**config.mk**
```make
export PLATFORM = sky130hd
export DESIGN_NAME = mem_port_arbiter_flat
export DESIGN_NICKNAME = d
export VERILOG_FILES = /design/src/rtl/mem_port_arbiter_pkg.sv /design/src/rtl/mem_port_arbiter_if.sv /design/src/rtl/mem_port_arbiter.sv /design/src/flat_wrapper.sv
export SDC_FILE = /design/constraint.sdc
export NUM_CORES = 1
export LEC_CHECK = 0
export ABC_AREA = 0
export BUFFER_PORTS_ARGS = -buffer_cell sky130_fd_sc_hd__buf_2
export CAP_MARGIN = 20
export CORE_UTILIZATION = 35
export CTS_CLUSTER_DIAMETER = 120
export DETAILED_ROUTE_END_ITERATION = 16
export PLACE_DENSITY = 0.7
export SETUP_SLACK_MARGIN = 0.15
export SYNTH_ARGS = -nofsm -noshare
export SYNTH_HDL_FRONTEND = slang
export SYNTH_SLANG_ARGS = --single-unit
```
**constraint.sdc**
```tcl
create_clock -name clk -period 5.2 [get_ports clk]
set_input_delay 1.04 -clock clk [delete_from_list [all_inputs] [get_ports clk]]
set_output_delay 1.04 -clock clk [all_outputs]
set_load 0.005 [all_outputs]
```
**src/rtl/mem_port_arbiter_pkg.sv**
```systemverilog
// mem_arb_pkg: shared state encoding and default sizing for mem_port_arbiter.
package mem_arb_pkg;

  // Arbiter FSM states
  typedef enum logic [1:0] {
    IDLE    = 2'd0,
    BUSY_IF = 2'd1,
    BUSY_DM = 2'd2
  } arb_state_e;

  localparam int DEF_AW           = 32;
  localparam int DEF_DW           = 32;
  localparam int DEF_TIMEOUT      = 16;  // must be >= 2
  localparam int DEF_STARVE_LIMIT = 4;

endpackage

```
**src/rtl/mem_port_arbiter_if.sv**
```systemverilog
// mem_port_arbiter_if: CPU fetch/data request ports plus the single memory port.
// slave  = arbiter view, master = pipeline + memory environment view.
interface mem_port_arbiter_if #(
  parameter int AW = 32,
  parameter int DW = 32
);
  // instruction fetch port
  logic          if_req;
  logic [AW-1:0] if_addr;
  logic          if_ack;
  logic [DW-1:0] if_rdata;
  // data port
  logic          dm_req;
  logic          dm_we;
  logic [AW-1:0] dm_addr;
  logic [DW-1:0] dm_wdata;
  logic          dm_ack;
  logic [DW-1:0] dm_rdata;
  logic          bus_err;
  // memory port
  logic          mem_en;
  logic          mem_we;
  logic [AW-1:0] mem_addr;
  logic [DW-1:0] mem_wdata;
  logic [DW-1:0] mem_rdata;
  logic          mem_ready;

  modport slave (
    input  if_req, if_addr, dm_req, dm_we, dm_addr, dm_wdata, mem_rdata, mem_ready,
    output if_ack, if_rdata, dm_ack, dm_rdata, bus_err, mem_en, mem_we, mem_addr, mem_wdata
  );

  modport master (
    output if_req, if_addr, dm_req, dm_we, dm_addr, dm_wdata, mem_rdata, mem_ready,
    input  if_ack, if_rdata, dm_ack, dm_rdata, bus_err, mem_en, mem_we, mem_addr, mem_wdata
  );
endinterface

```
**src/rtl/mem_port_arbiter.sv**
```systemverilog
// mem_port_arbiter: shares one single-port memory between the fetch (IF) and data (DM) ports.
// Fixed priority DM > IF, per-access bus watchdog that aborts with bus_err after TIMEOUT busy
// cycles. Optional IF starvation guard, enabled by defining MEM_ARB_STARVE_GUARD_EN.
module mem_port_arbiter
  import mem_arb_pkg::*;
#(
  parameter int AW      = DEF_AW,
  parameter int DW      = DEF_DW,
  parameter int TIMEOUT = DEF_TIMEOUT
`ifdef MEM_ARB_STARVE_GUARD_EN
  ,
  parameter int STARVE_LIMIT = DEF_STARVE_LIMIT
`endif
) (
  input  logic clk,
  input  logic reset,
  mem_port_arbiter_if.slave bus
);

  localparam int WDW = $clog2(TIMEOUT + 1);
  localparam logic [WDW-1:0] TO_MAX = WDW'(TIMEOUT);

  arb_state_e    state_q, state_d;
  logic [AW-1:0] mem_addr_q, mem_addr_d;
  logic [DW-1:0] mem_wdata_q, mem_wdata_d;
  logic          mem_we_q, mem_we_d;
  logic          if_ack_q, if_ack_d;
  logic          dm_ack_q, dm_ack_d;
  logic          bus_err_q, bus_err_d;
  logic [DW-1:0] if_rdata_q, if_rdata_d;
  logic [DW-1:0] dm_rdata_q, dm_rdata_d;
  logic [WDW-1:0] wd_q, wd_d;

  logic idle, busy, done, timed_out;
  logic if_elig, dm_elig, grant_if, grant_dm, force_if;

  assign idle      = (state_q == IDLE);
  assign busy      = !idle;
  assign done      = busy && bus.mem_ready;
  assign timed_out = busy && !bus.mem_ready && (wd_q == TO_MAX);

  // A requester whose ack is out this cycle has already been served; mask it.
  assign if_elig = bus.if_req && !if_ack_q;
  assign dm_elig = bus.dm_req && !dm_ack_q;

  // DM keeps its priority claim on the raw request, so a DM stream re-requesting in its own
  // ack cycle is not overtaken by a waiting fetch (only the guard can force IF through).
  assign grant_dm = idle && dm_elig && !force_if;
  assign grant_if = idle && if_elig && (force_if || !bus.dm_req);

`ifdef MEM_ARB_STARVE_GUARD_EN
  localparam int SCW = $clog2(STARVE_LIMIT + 1);
  localparam logic [SCW-1:0] STARVE_MAX = SCW'(STARVE_LIMIT);

  logic [SCW-1:0] starve_q, starve_d;

  assign force_if = (starve_q == STARVE_MAX) && if_elig;

  // Count DM grants that pass over a waiting fetch; an IF grant clears the count.
  always_comb begin
    starve_d = starve_q;
    if (grant_if)
      starve_d = '0;
    else if (grant_dm && if_elig && (starve_q != STARVE_MAX))
      starve_d = starve_q + SCW'(1);
  end

  // Starvation counter register
  always_ff @(posedge clk or posedge reset) begin
    if (reset) starve_q <= '0;
    else       starve_q <= starve_d;
  end
`else
  assign force_if = 1'b0;
`endif

  // Arbitration, access sequencing and watchdog
  always_comb begin
    state_d     = state_q;
    mem_addr_d  = mem_addr_q;
    mem_wdata_d = mem_wdata_q;
    mem_we_d    = mem_we_q;
    if_ack_d    = 1'b0;
    dm_ack_d    = 1'b0;
    bus_err_d   = 1'b0;
    if_rdata_d  = if_rdata_q;
    dm_rdata_d  = dm_rdata_q;
    wd_d        = wd_q;
    case (state_q)
      IDLE: begin
        wd_d = '0;
        if (grant_dm) begin
          state_d     = BUSY_DM;
          mem_addr_d  = bus.dm_addr;
          mem_wdata_d = bus.dm_wdata;
          mem_we_d    = bus.dm_we;
          wd_d        = WDW'(1);
        end else if (grant_if) begin
          state_d    = BUSY_IF;
          mem_addr_d = bus.if_addr;
          mem_we_d   = 1'b0;
          wd_d       = WDW'(1);
        end
      end
      BUSY_IF: begin
        if (done) begin
          state_d    = IDLE;
          if_ack_d   = 1'b1;
          if_rdata_d = bus.mem_rdata;
        end else if (timed_out) begin
          state_d    = IDLE;
          if_ack_d   = 1'b1;
          bus_err_d  = 1'b1;
          if_rdata_d = '0;
        end else begin
          wd_d = wd_q + WDW'(1);
        end
      end
      BUSY_DM: begin
        if (done || timed_out) begin
          state_d   = IDLE;
          dm_ack_d  = 1'b1;
          bus_err_d = timed_out;
          mem_we_d  = 1'b0;
          // stores leave the load-data register untouched
          if (!mem_we_q) dm_rdata_d = timed_out ? '0 : bus.mem_rdata;
        end else begin
          wd_d = wd_q + WDW'(1);
        end
      end
      default: state_d = IDLE;
    endcase
  end

  // State, latched access fields and registered responses
  always_ff @(posedge clk or posedge reset) begin
    if (reset) begin
      state_q     <= IDLE;
      mem_addr_q  <= '0;
      mem_wdata_q <= '0;
      mem_we_q    <= 1'b0;
      if_ack_q    <= 1'b0;
      dm_ack_q    <= 1'b0;
      bus_err_q   <= 1'b0;
      if_rdata_q  <= '0;
      dm_rdata_q  <= '0;
      wd_q        <= '0;
    end else begin
      state_q     <= state_d;
      mem_addr_q  <= mem_addr_d;
      mem_wdata_q <= mem_wdata_d;
      mem_we_q    <= mem_we_d;
      if_ack_q    <= if_ack_d;
      dm_ack_q    <= dm_ack_d;
      bus_err_q   <= bus_err_d;
      if_rdata_q  <= if_rdata_d;
      dm_rdata_q  <= dm_rdata_d;
      wd_q        <= wd_d;
    end
  end

  assign bus.mem_en    = busy;
  assign bus.mem_we    = mem_we_q;
  assign bus.mem_addr  = mem_addr_q;
  assign bus.mem_wdata = mem_wdata_q;
  assign bus.if_ack    = if_ack_q;
  assign bus.if_rdata  = if_rdata_q;
  assign bus.dm_ack    = dm_ack_q;
  assign bus.dm_rdata  = dm_rdata_q;
  assign bus.bus_err   = bus_err_q;

endmodule

```
**src/flat_wrapper.sv**
```systemverilog
// flat-port wrapper written by rule: the top's interface ports become plain ports
module mem_port_arbiter_flat import mem_arb_pkg::*;
#(
  parameter int AW      = DEF_AW,
  parameter int DW      = DEF_DW,
  parameter int TIMEOUT = DEF_TIMEOUT

)
  (clk, reset, bus_if_req, bus_if_addr, bus_dm_req, bus_dm_we, bus_dm_addr, bus_dm_wdata, bus_mem_rdata, bus_mem_ready, bus_if_ack, bus_if_rdata, bus_dm_ack, bus_dm_rdata, bus_bus_err, bus_mem_en, bus_mem_we, bus_mem_addr, bus_mem_wdata);
  mem_port_arbiter_if #(.AW(AW), .DW(DW)) bus_i ();
  input  logic clk;
  input  logic reset;
  input wire logic [$bits(bus_i.if_req)-1:0] bus_if_req;
  input wire logic [$bits(bus_i.if_addr)-1:0] bus_if_addr;
  input wire logic [$bits(bus_i.dm_req)-1:0] bus_dm_req;
  input wire logic [$bits(bus_i.dm_we)-1:0] bus_dm_we;
  input wire logic [$bits(bus_i.dm_addr)-1:0] bus_dm_addr;
  input wire logic [$bits(bus_i.dm_wdata)-1:0] bus_dm_wdata;
  input wire logic [$bits(bus_i.mem_rdata)-1:0] bus_mem_rdata;
  input wire logic [$bits(bus_i.mem_ready)-1:0] bus_mem_ready;
  output wire logic [$bits(bus_i.if_ack)-1:0] bus_if_ack;
  output wire logic [$bits(bus_i.if_rdata)-1:0] bus_if_rdata;
  output wire logic [$bits(bus_i.dm_ack)-1:0] bus_dm_ack;
  output wire logic [$bits(bus_i.dm_rdata)-1:0] bus_dm_rdata;
  output wire logic [$bits(bus_i.bus_err)-1:0] bus_bus_err;
  output wire logic [$bits(bus_i.mem_en)-1:0] bus_mem_en;
  output wire logic [$bits(bus_i.mem_we)-1:0] bus_mem_we;
  output wire logic [$bits(bus_i.mem_addr)-1:0] bus_mem_addr;
  output wire logic [$bits(bus_i.mem_wdata)-1:0] bus_mem_wdata;
  assign bus_i.if_req = bus_if_req;
  assign bus_i.if_addr = bus_if_addr;
  assign bus_i.dm_req = bus_dm_req;
  assign bus_i.dm_we = bus_dm_we;
  assign bus_i.dm_addr = bus_dm_addr;
  assign bus_i.dm_wdata = bus_dm_wdata;
  assign bus_i.mem_rdata = bus_mem_rdata;
  assign bus_i.mem_ready = bus_mem_ready;
  assign bus_if_ack = bus_i.if_ack;
  assign bus_if_rdata = bus_i.if_rdata;
  assign bus_dm_ack = bus_i.dm_ack;
  assign bus_dm_rdata = bus_i.dm_rdata;
  assign bus_bus_err = bus_i.bus_err;
  assign bus_mem_en = bus_i.mem_en;
  assign bus_mem_we = bus_i.mem_we;
  assign bus_mem_addr = bus_i.mem_addr;
  assign bus_mem_wdata = bus_i.mem_wdata;
  mem_port_arbiter #(.AW(AW), .DW(DW), .TIMEOUT(TIMEOUT)) u_core (.clk(clk), .reset(reset), .bus(bus_i));
endmodule
```
==> results.txt <==
WHS Path Cells - 2
Distinct cells, synth - 31
GP Congestion - 0.757
peak supply drop - 0.000312 V
Pwr Total - 0.00467 W
cts repair resizes - 0
Via density - 4.85
CP Data Arrival Time - 1680 ps
Worst Tran Pin Value - 969 ps
Layout Cells excl Fill - 910
Post-Syn Area per Cell - 13.1 um^2
TritonCTS Buffers - 17
Cell Area, Synth - 5530 um^2
Placed Cells incl. Taps - 877
Yosys top cell area share - 62.9%
I/O pins - 267
Nets - 825
Hold Buf Count CTS - 0
commonest non-fill, non-tap cell in the layout - buf_2
Static Leak - 4.05 nW
Register Area - 3480 um^2
H-tree levels - 4
area of the multi-input gates - 1920 um^2
Reg2Reg Setup Slack - 2930 ps
Tmin final - 2720 ps
CTS clk-pin slew, worst paths - 60 ps
total die area - 16300 um^2
Critical Path Sink Type - output pin
Fin. Hold Viols - 0
total track usage - 18.2%
fill count - 1406
clock root buffer - clkbuf_16
Final period util - 52.4%
critical path peak fanout - 8
post-synthesis sequential area ratio - 62.9%
Core Region - 15300 um^2
final setup vio count - 0
Fin Clk Skew - 9.04 ps
final core occ - 50.0%
first-iteration detailed-routing DRC count - 183
status - finished, final reports clean
reg2reg path depth - 4
Worst setup SP type - flop
# port buffers - 266
final worst slack - 2480 ps
drt wl/cell - 15.9 um
setup repair bufs after CTS - 0
hpwl dp - 10400 um
setup slack at placement - 2300 ps
post-route ant nets - 0
main area contributors after synthesis - dfrtp_1 (63%), a22o_1 (10%), mux2_2 (6.5%)
Initial Utilization - 36.1%
critical path capture point - bus_mem_en
crit path launch - u_core.state_q[0]
share of cells above drive strength 1 - 48.7%
CTS tree - done
CP required - 4160 ps
vias in the first global route - 4387
number of synthesized register bits - 139
largest net degree at the start of global routing - 99
Yosys top cell by area - dfrtp_1
reg2reg end - u_core.bus.mem_wdata[23]
detailed-route DRC error count - 0
CTS Buffer Depth - 2
Die H - 128 um
Max-cap violations - 0
synth warn - 0
global-route wire length before repair - 22500 um
final slew viol count - 0
cells after synthesis - 421
clock sinks - 139
worst skew pair latency - 410 ps
Rows - 45
FMAX - 0.367 GHz
Layout area overhead - 38.6%
Max-slew headroom - 35.4%
DIE WIDTH - 128 um
TritonRoute pass-1 iters - 4
reg-to-reg startpoint - u_core.state_q[0]
initial antenna violation count - 1
Remaining Overflow, GRT - 0
most frequent cells in the layout - buf_2 (266), dfrtp_1 (139), a22o_1 (64)
Syn Nets - 561
Vias - 4416
RSZ-0062 raised after global routing - no
final wirelength - 14500 um
worst min-delay path class - flop to flop
kind of critical path - flop to output pin
Cell Pwr Density - 609 nW/um^2
Fin Setup TNS - 0 ps
worst min path at each step:
stage                                 start                      end  slack, ps
detailed placement   u_core.bus.mem_addr[1]   u_core.bus.mem_addr[1]        470
global route        u_core.bus.if_rdata[22]  u_core.bus.if_rdata[22]        510
global placement     u_core.bus.mem_addr[4]   u_core.bus.mem_addr[4]        460
finish              u_core.bus.mem_addr[10]  u_core.bus.mem_addr[10]        480
floorplan                    u_core.wd_q[4]           u_core.wd_q[4]        460
CTS                  u_core.bus.mem_addr[1]   u_core.bus.mem_addr[1]        480
through the flow:
stage               instance area (um^2)  hold WS (ps)
finish                              7660           477
floorplan                           5530           459
CTS                                 7660           482
detailed placement                  7100           469
global placement                    7070           460
global route                        7660           506
worst max-delay path, cell delays in order (launching register included):
cell and delay (ps):
dfrtp_1 420, inv_1 100, ha_1 450, inv_1 150, buf_2 160
report_power, final:
group / switching (W) / internal, W
Sequential: 0.000272 / 0.00158
Combinational: 0.000781 / 0.000884
Clock: 0.000467 / 0.000678
Total: 0.00152 / 0.00314
layout make-up:
class,instances,share of cell area (%)
Multi-Input combinational cell,246,25.1
Sequential cell,139,45.4
Timing Repair Buffer,272,18.2
Inverter,9,0.506
Antenna cell,1,0.0327
Clock buffer,21,5.88
Clock inverter,11,1.45
Tap cell,211,3.44
logic make-up (layout without fill, tap and decap cells):
logic type                 Yosys count  in the layout  synth area share, %
AOI/OAI and AO/OA                  115            115                 15.4
muxes                               64             64                 12.3
other                                0              1                    0
adders and majority gates            6              6                 1.36
DFF                                139            139                 62.9
buffers and inverters               36            313                 2.83
and+or+nand+nor                     61             61                 5.21
registers in the layout, summed over array words and instances (netlist names):
signal and count:
u_core.state_q 2, u_core.bus.dm_ack 1, u_core.wd_q 5, u_core.bus.dm_rdata 32, u_core.bus.bus_err 1, u_core.bus.mem_wdata 32, u_core.bus.if_rdata 32, u_core.bus.if_ack 1
u_core.bus.mem_we 1, u_core.bus.mem_addr 32
per-layer routing:
layer | share of wire (%) | GRT usage (%)
met1 | 41 | 21.6
met2 | 48 | 30.5
met3 | 8.4 | 5.72
met4 | 1.9 | 8.10
met5 | 0 | 0
cell usage after synthesis:
| master | instances |
|---|---|
| or2_1 | 1 |
| o22ai_1 | 1 |
| buf_2 | 17 |
| a21oi_1 | 2 |
| mux2_2 | 32 |
| nor4bb_1 | 1 |
| nand2_1 | 39 |
| clkbuf_1 | 10 |
| and3_1 | 1 |
| nand4bb_1 | 1 |
| a32oi_1 | 1 |
| a21oi_2 | 1 |
| ha_1 | 6 |
| and2_1 | 3 |
| mux2i_1 | 32 |
| nor3_1 | 4 |
| nor3b_1 | 1 |
| a22o_1 | 64 |
| nor4b_2 | 1 |
| inv_1 | 9 |
| nand2b_1 | 1 |
| nor2_1 | 3 |
| nor2b_1 | 1 |
| a211o_1 | 1 |
| o21ba_2 | 1 |
| o31ai_1 | 3 |
| dfrtp_1 | 139 |
| nand3b_1 | 1 |
| a2bb2oi_2 | 1 |
| o21ai_0 | 40 |
| nand3_1 | 3 |
No activity file was read; power rests on OpenSTA's default activity.
